## config.mk

```make
export PLATFORM = sky130hd
export DESIGN_NAME = stream_fifo
export DESIGN_NICKNAME = d
export VERILOG_FILES = /design/src/rtl/stream_fifo.sv
export SDC_FILE = /design/constraint.sdc
export NUM_CORES = 1
export LEC_CHECK = 0
export CORE_UTILIZATION = 50
export DETAILED_ROUTE_END_ITERATION = 8
export PLACE_DENSITY = 0.73
export SLEW_MARGIN = 20
export SYNTH_ARGS = -nofsm -noshare
export SYNTH_HDL_FRONTEND = slang
export SYNTH_SLANG_ARGS = --single-unit
export TNS_END_PERCENT = 100
```

## constraint.sdc

```tcl
create_clock -name clk -period 2.5 [get_ports clk]
set_input_delay 0.625 -clock clk [delete_from_list [all_inputs] [get_ports clk]]
set_output_delay 0.625 -clock clk [all_outputs]
set_load 0.1 [all_outputs]
```

## src/rtl/stream_fifo.sv

```systemverilog
// stream_fifo: DEPTH-entry circular FIFO for a valid/ready stream with first/last sidebands.
// Optional input-side framing checker (frame_err port) under STREAM_FIFO_FRAME_CHECK_EN.
module stream_fifo #(
   parameter int WIDTH = 32,
   parameter int DEPTH = 4
) (
   input  logic                     clk,
   input  logic                     rst,
   input  logic                     valid_rx,
   output logic                     ready_rx,
   input  logic                     first_rx,
   input  logic                     last_rx,
   input  logic [WIDTH-1:0]         payload_rx,
   output logic                     valid_tx,
   input  logic                     ready_tx,
   output logic                     first_tx,
   output logic                     last_tx,
   output logic [WIDTH-1:0]         payload_tx,
`ifdef STREAM_FIFO_FRAME_CHECK_EN
   output logic                     frame_err,
`endif
   output logic [$clog2(DEPTH):0]   count
);

   localparam int AW = $clog2(DEPTH);
   localparam int PW = AW + 1;
   localparam logic [PW-1:0] DEPTH_C = PW'(DEPTH);
   localparam logic [PW-1:0] ZERO_C  = {PW{1'b0}};
   localparam logic [PW-1:0] ONE_C   = PW'(1);

   logic [WIDTH+1:0] mem_r [DEPTH];
   logic [PW-1:0]    wr_ptr_r;
   logic [PW-1:0]    rd_ptr_r;
   logic [PW-1:0]    count_r;
   logic [PW-1:0]    count_next_s;
   logic             active_r;
   logic             push_s;
   logic             pop_s;
   logic [WIDTH+1:0] head_s;

   assign ready_rx = (count_r != DEPTH_C) & active_r;
   assign valid_tx = (count_r != ZERO_C);
   assign push_s   = valid_rx & ready_rx;
   assign pop_s    = valid_tx & ready_tx;
   assign head_s   = mem_r[rd_ptr_r[AW-1:0]];
   assign count    = count_r;

   // Holds ready_rx low until the first clock edge after reset release.
   always_ff @(posedge clk or negedge rst) begin
      if (!rst) begin
         active_r <= 1'b0;
      end else begin
         active_r <= 1'b1;
      end
   end

   // Occupancy update from the push/pop pair.
   always_comb begin
      count_next_s = count_r;
      case ({push_s, pop_s})
         2'b10:   count_next_s = count_r + ONE_C;
         2'b01:   count_next_s = count_r - ONE_C;
         default: count_next_s = count_r;
      endcase
   end

   // Pointer and occupancy registers; pointers carry an extra wrap bit.
   always_ff @(posedge clk or negedge rst) begin
      if (!rst) begin
         wr_ptr_r <= ZERO_C;
         rd_ptr_r <= ZERO_C;
         count_r  <= ZERO_C;
      end else begin
         if (push_s) begin
            wr_ptr_r <= wr_ptr_r + ONE_C;
         end else begin
            wr_ptr_r <= wr_ptr_r;
         end
         if (pop_s) begin
            rd_ptr_r <= rd_ptr_r + ONE_C;
         end else begin
            rd_ptr_r <= rd_ptr_r;
         end
         count_r <= count_next_s;
      end
   end

   // Storage array; contents are deliberately not reset.
   always_ff @(posedge clk) begin
      if (push_s) begin
         mem_r[wr_ptr_r[AW-1:0]] <= {first_rx, last_rx, payload_rx};
      end
   end

   // Head presentation, zeroed whenever the FIFO is empty.
   always_comb begin
      if (valid_tx) begin
         first_tx   = head_s[WIDTH+1];
         last_tx    = head_s[WIDTH];
         payload_tx = head_s[WIDTH-1:0];
      end else begin
         first_tx   = 1'b0;
         last_tx    = 1'b0;
         payload_tx = {WIDTH{1'b0}};
      end
   end

`ifdef STREAM_FIFO_FRAME_CHECK_EN
   typedef enum logic {IDLE = 1'b0, IN_PKT = 1'b1} frame_state_t;

   frame_state_t state_r;
   frame_state_t state_next_s;
   logic         err_set_s;
   logic         frame_err_r;

   // Framing tracker state register.
   always_ff @(posedge clk or negedge rst) begin
      if (!rst) begin
         state_r <= IDLE;
      end else begin
         state_r <= state_next_s;
      end
   end

   // Framing tracker next state, advanced only by accepted beats.
   always_comb begin
      state_next_s = state_r;
      if (push_s) begin
         case (state_r)
            IDLE:    state_next_s = (first_rx & ~last_rx) ? IN_PKT : IDLE;
            IN_PKT:  state_next_s = last_rx ? IDLE : IN_PKT;
            default: state_next_s = IDLE;
         endcase
      end else begin
         state_next_s = state_r;
      end
   end

   // Framing violation detect: missing first in IDLE, repeated first in IN_PKT.
   always_comb begin
      err_set_s = 1'b0;
      if (push_s) begin
         case (state_r)
            IDLE:    err_set_s = ~first_rx;
            IN_PKT:  err_set_s = first_rx;
            default: err_set_s = 1'b0;
         endcase
      end else begin
         err_set_s = 1'b0;
      end
   end

   // Sticky error flag.
   always_ff @(posedge clk or negedge rst) begin
      if (!rst) begin
         frame_err_r <= 1'b0;
      end else begin
         frame_err_r <= frame_err_r | err_set_s;
      end
   end

   assign frame_err = frame_err_r;
`endif

endmodule

```

After elaboration in Yosys (flattened, before gate mapping)
Memories as Yosys holds them, arrays and structs flattened.
Cells that the tools add are included.
- add/subtract/negate cells: 4
- equality and inequality tests: 3
- mux-type cells: 6
- bitwise operators: 3
- reductions and logical operators: 2
- operators by type and width (kind ; number):
    $mux 32 ; 1
    $add 3x1->3 const B ; 3
    $pmux 3 s2 ; 1
    $mux 1 ; 4
    $and 1x1->1 ; 3
    $ne 3x3->1 const B ; 1
    $reduce_bool 3->1 ; 1
    $sub 3x1->3 const B ; 1
    $eq 2x1->1 const B ; 1
    $eq 2x2->1 const B ; 1
    $reduce_bool 2->1 ; 1
- register bits: 10
- RAM bits: 136
- input bits: 38
- output and inout port bits: 39
- word-level logic and storage cells: 23
- memories: 1
- memory list (memory ; depth ; bits a word ; read ports ; clocked after Yosys merged registers in ; write ports ; RTL line ; RTL):
    mem_r ; 4 ; 34 ; 1 ; 0 ; 1 ; 31 ; logic [WIDTH+1:0] mem_r [DEPTH];

Logic depth before layout (Yosys ltp)
- depth in word-level cells: 5
- mapped depth: 9
- mapped depth without buffers: 9

Least setup slack after synthesis
OpenSTA, ideal clock, no wires.
- kind: register -> output
- start: register count_r[0] (netlist: count[0])
- end: output port ready_rx
- arrival time: 3.324 ns
- slack: -1.449 ns
- cell stages (with the launch flop): 3
- buffers on the path: 0
- cells stage by stage: dfrtp_1 nor2_1 a21boi_0
- cells in the longest elaborated chain, start to end: 2
- ends and longest elaborated chain (item ; RTL line ; RTL):
    start, declared ; 34 ; logic [PW-1:0] count_r;
    start signal, assigned ; 84 ; count_r <= count_next_s;
    $ne 3x3->1 ; 41 ; assign ready_rx = (count_r != DEPTH_C) & active_r;
    $and 1x1->1 ; 41 ;
    end, declared ; 10 ; output logic ready_rx,
Every way passes these cells.

Worst setup path after layout
- start: register rd_ptr_r[0]
- end: output port payload_tx[15]
- cells in the longest elaborated chain, start to end: 2
- ends and longest elaborated chain (item ; RTL line ; RTL):
    start, declared ; 33 ; logic [PW-1:0] rd_ptr_r;
    start signal, assigned ; 80 ; rd_ptr_r <= rd_ptr_r + ONE_C;
    start signal, assigned ; 82 ; rd_ptr_r <= rd_ptr_r;
    $mem_v2 4x34 ; - ;
    $mux 32 ; 97 ; if (valid_tx) begin
    end, declared ; 18 ; output logic [WIDTH-1:0] payload_tx,
Every way passes these cells.

==> results.py <==
metrics = {
    "logic_synthesis": {
        "synthesis.area_mm2": 0.005642,
        "synthDistinctLibCells": 24,
        "seq_area_frac_synth_pct": 75.94,
        "syn-num-nets": 301,
        "synthFlopType": "edfxtp_1",
        "synth_edf_count": 136,
        "yosys_warnings": 0,
        "netlist_instances": 257,
        "async_flop_share_pct": 5.556,
        "synth_seq_cells": 144,
        "avgSynthCellArea_um2": 21.95,
    },
    "timing": {
        "worst_slack_ns": -0.1273,
        "period_needed_ns": 2.627,
        "grt_setup_unrepaired": "true",
        "hold_violations": 0,
        "min_period_over_period_pct": 105.1,
        "slew_viol_final": 0,
        "fmax_mhz": 380.6,
        "finalSetupViolations": 34,
        "finClkSkew_ns": 0.01425,
    },
    "clock_network": {
        "clk_pin_slew_ns": 0.06,
        "cts_inserted_buffers": 17,
        "cts_tree": "done",
        "ctsHoldBuffers": 0,
        "htreeDepth": 4,
        "insertion_delay_ns": 0.41,
        "cts_buffer_depth": 2,
        "cts_root_buffer": "clkbuf_16",
        "clock_sinks": 144,
    },
    "global_route": {
        "grt_pass1_wl_um": 15590,
        "overflow": 0,
        "grt_max_degree": 36,
        "grt_usage_pct": 18.95,
        "antenna_found_initial": 0,
        "grt_pass1_vias": 2947,
    },
    "die": {
        "core-area_mm2": 0.01094,
        "die_w_um": 108.2,
        "start_util_pct": 51.59,
        "top_level_ports": 77,
        "rows": 38,
        "die_y_um": 108.2,
        "dieArea_mm2": 0.01171,
    },
    "layout": {
        "final_common_cell": "edfxtp_1",
        "diodes": 0,
        "drive_above_1_share_pct": 47.01,
        "seqCellArea_mm2": 0.004293,
        "multi_input_area_mm2": 0.001304,
        "final_nets": 417,
        "final_area_mm2": 0.007918,
        "syn2layout_area_growth_pct": 40.34,
        "final_cell_mix": "edfxtp_1 (136), buf_12 (46), clkdlybuf4s50_1 (37), mux4_2 (34), and2_4 (34)",
        "n_fill_cell": 647,
    },
    "worst_setup_path": {
        "critPathRequiredTime_ns": 1.88,
        "worstSetupStartpoint": "rd_ptr_r[0]",
        "cp_common_cell": "buf_12",
        "critPathKind": "flop to output port",
        "path_max_fanout": 6,
        "cp_slowest_stage_delay_ns": 0.52,
        "cp_slowest_cell": "dfrtp_4",
        "arrival_ns": 2.00,
        "path_delay_family": "flip-flops",
        "crit_path_cell_trace": "buf_12 > buf_12 > mux4_2 > and2_4 > buf_12",
        "endpoint_kind": "output port",
        "worstReg2RegStart": "count[0]",
        "worstSetupStartpointType": "flop",
        "path_buf_inv": 3,
    },
    "hold_path": {
        "min_path_type": "input pin to async pin",
    },
    "place": {
        "place_congestion": 0.7446,
        "dpl_worst_slack_ns": 0.09903,
        "port_buffers": 76,
        "dpl_cell_area_mm2": 0.007096,
        "place_hpwl_um": 5978,
    },
    "route": {
        "drt_iter0_drc": 133,
        "drc": 0,
        "dr.pass1.iters": 4,
        "vias": 2803,
        "drtAntennaViolNets": 0,
        "routed_via_density": 5.339,
        "post_drt_wl_per_cell_um": 19.24,
        "routed_wl_um": 10100,
    },
    "job": {
        "cap_violations": 0,
    },
    "status": {
        "outcome": "complete, but fails checks",
        "violations": "setup timing",
    },
}
==> layout make-up <==
class	count	area share, %
Clock buffer	17	5.373
Clock inverter	14	1.802
Inverter	6	0.2845
Multi-Input combinational cell	95	16.47
Sequential cell	144	54.22
Tap cell	140	2.212
Timing Repair Buffer	109	19.64
==> metrics by stage <==
stage	util, %	TNS, ns	hold WS, ns	cells
CTS	72.05	-3.089	0.5063	522
global placement	64.89	0	0.5104	479
floorplan	-	0	0.3294	257
global route	72.40	-4.602	0.5251	525
detailed placement	64.89	0	0.5137	479
finish	72.40	-3.129	0.5065	525
==> worst reg2reg max path, cell delays in order (launching register included) <==
cell,delay (ns)
dfrtp_2,0.43
or3_4,0.43
and2_1,0.20
ha_1,0.21
inv_1,0.08
fa_1,0.20
xor2_1,0.15
nor2_1,0.07
xor2_1,0.14
==> worst paths after layout <==
check / slack (ns) / cells after the start / end
min: 0.51 / 1 / active_r
min reg2reg: 0.53 / 1 / count[0]
max in group asynchronous: 1.67 / 1 / rd_ptr_r[0]
max: -0.13 / 5 / payload_tx[15]
max reg2reg: 0.47 / 8 / count[2]
min in group clk: 0.53 / 1 / count[0]
==> cells by family (layout without fill, tap and decap cells) <==
logic type               after synthesis  count (layout)  synth area share [%]
adder cells (fa/ha/maj)                6               6                 1.464
multiplexers                          36              36                 14.35
XOR/XNOR                               6               6                0.9316
buffers and inverters                 18             146                 2.306
AND/OR/NAND/NOR                       44              44                 4.724
flip-flops                           144             144                 75.94
other                                  1               1               0.06647
AO/OA/AOI/OAI                          2               2                0.2217
==> synth_stat cells (2+ instances only) <==
cell	number	share of area, %
and2_1	39	4.3
inv_1	6	0.40
dfrtp_1	8	3.5
xnor2_1	3	0.47
edfxtp_1	136	72
mux4_1	6	2.8
nor2_1	2	0.13
buf_12	3	1.1
clkbuf_1	3	0.20
mux4_2	28	11
ha_1	5	1.1
buf_2	4	0.35
xor2_1	3	0.47
==> per-layer routing <==
metal | vias to the layer above | global-route usage (%) | routed length [um]
met5 | - | 0 | 0
met4 | 0 | 8.708 | 141
met3 | 14 | 4.159 | 396
met2 | 86 | 31.03 | 5219
met1 | 1449 | 24.38 | 4341
li1 | 1254 | - | -
==> state kept, by name, summed over array words and instances, names as in the netlist <==
register / cells
active_r: 1
count: 3
wr_ptr_r: 2
rd_ptr_r: 2
mem_r: 136
==> repair_timing <==
action,in CTS,in global routing
endpoints found under the hold margin,0,0
gates cloned,1,0
setup endpoints to repair,34,33
buffers inserted,11,3
gates resized for setup,49,4
Power is not shown: default switching activity piles up to over one toggle a cycle in this logic, so the estimate is an artifact.
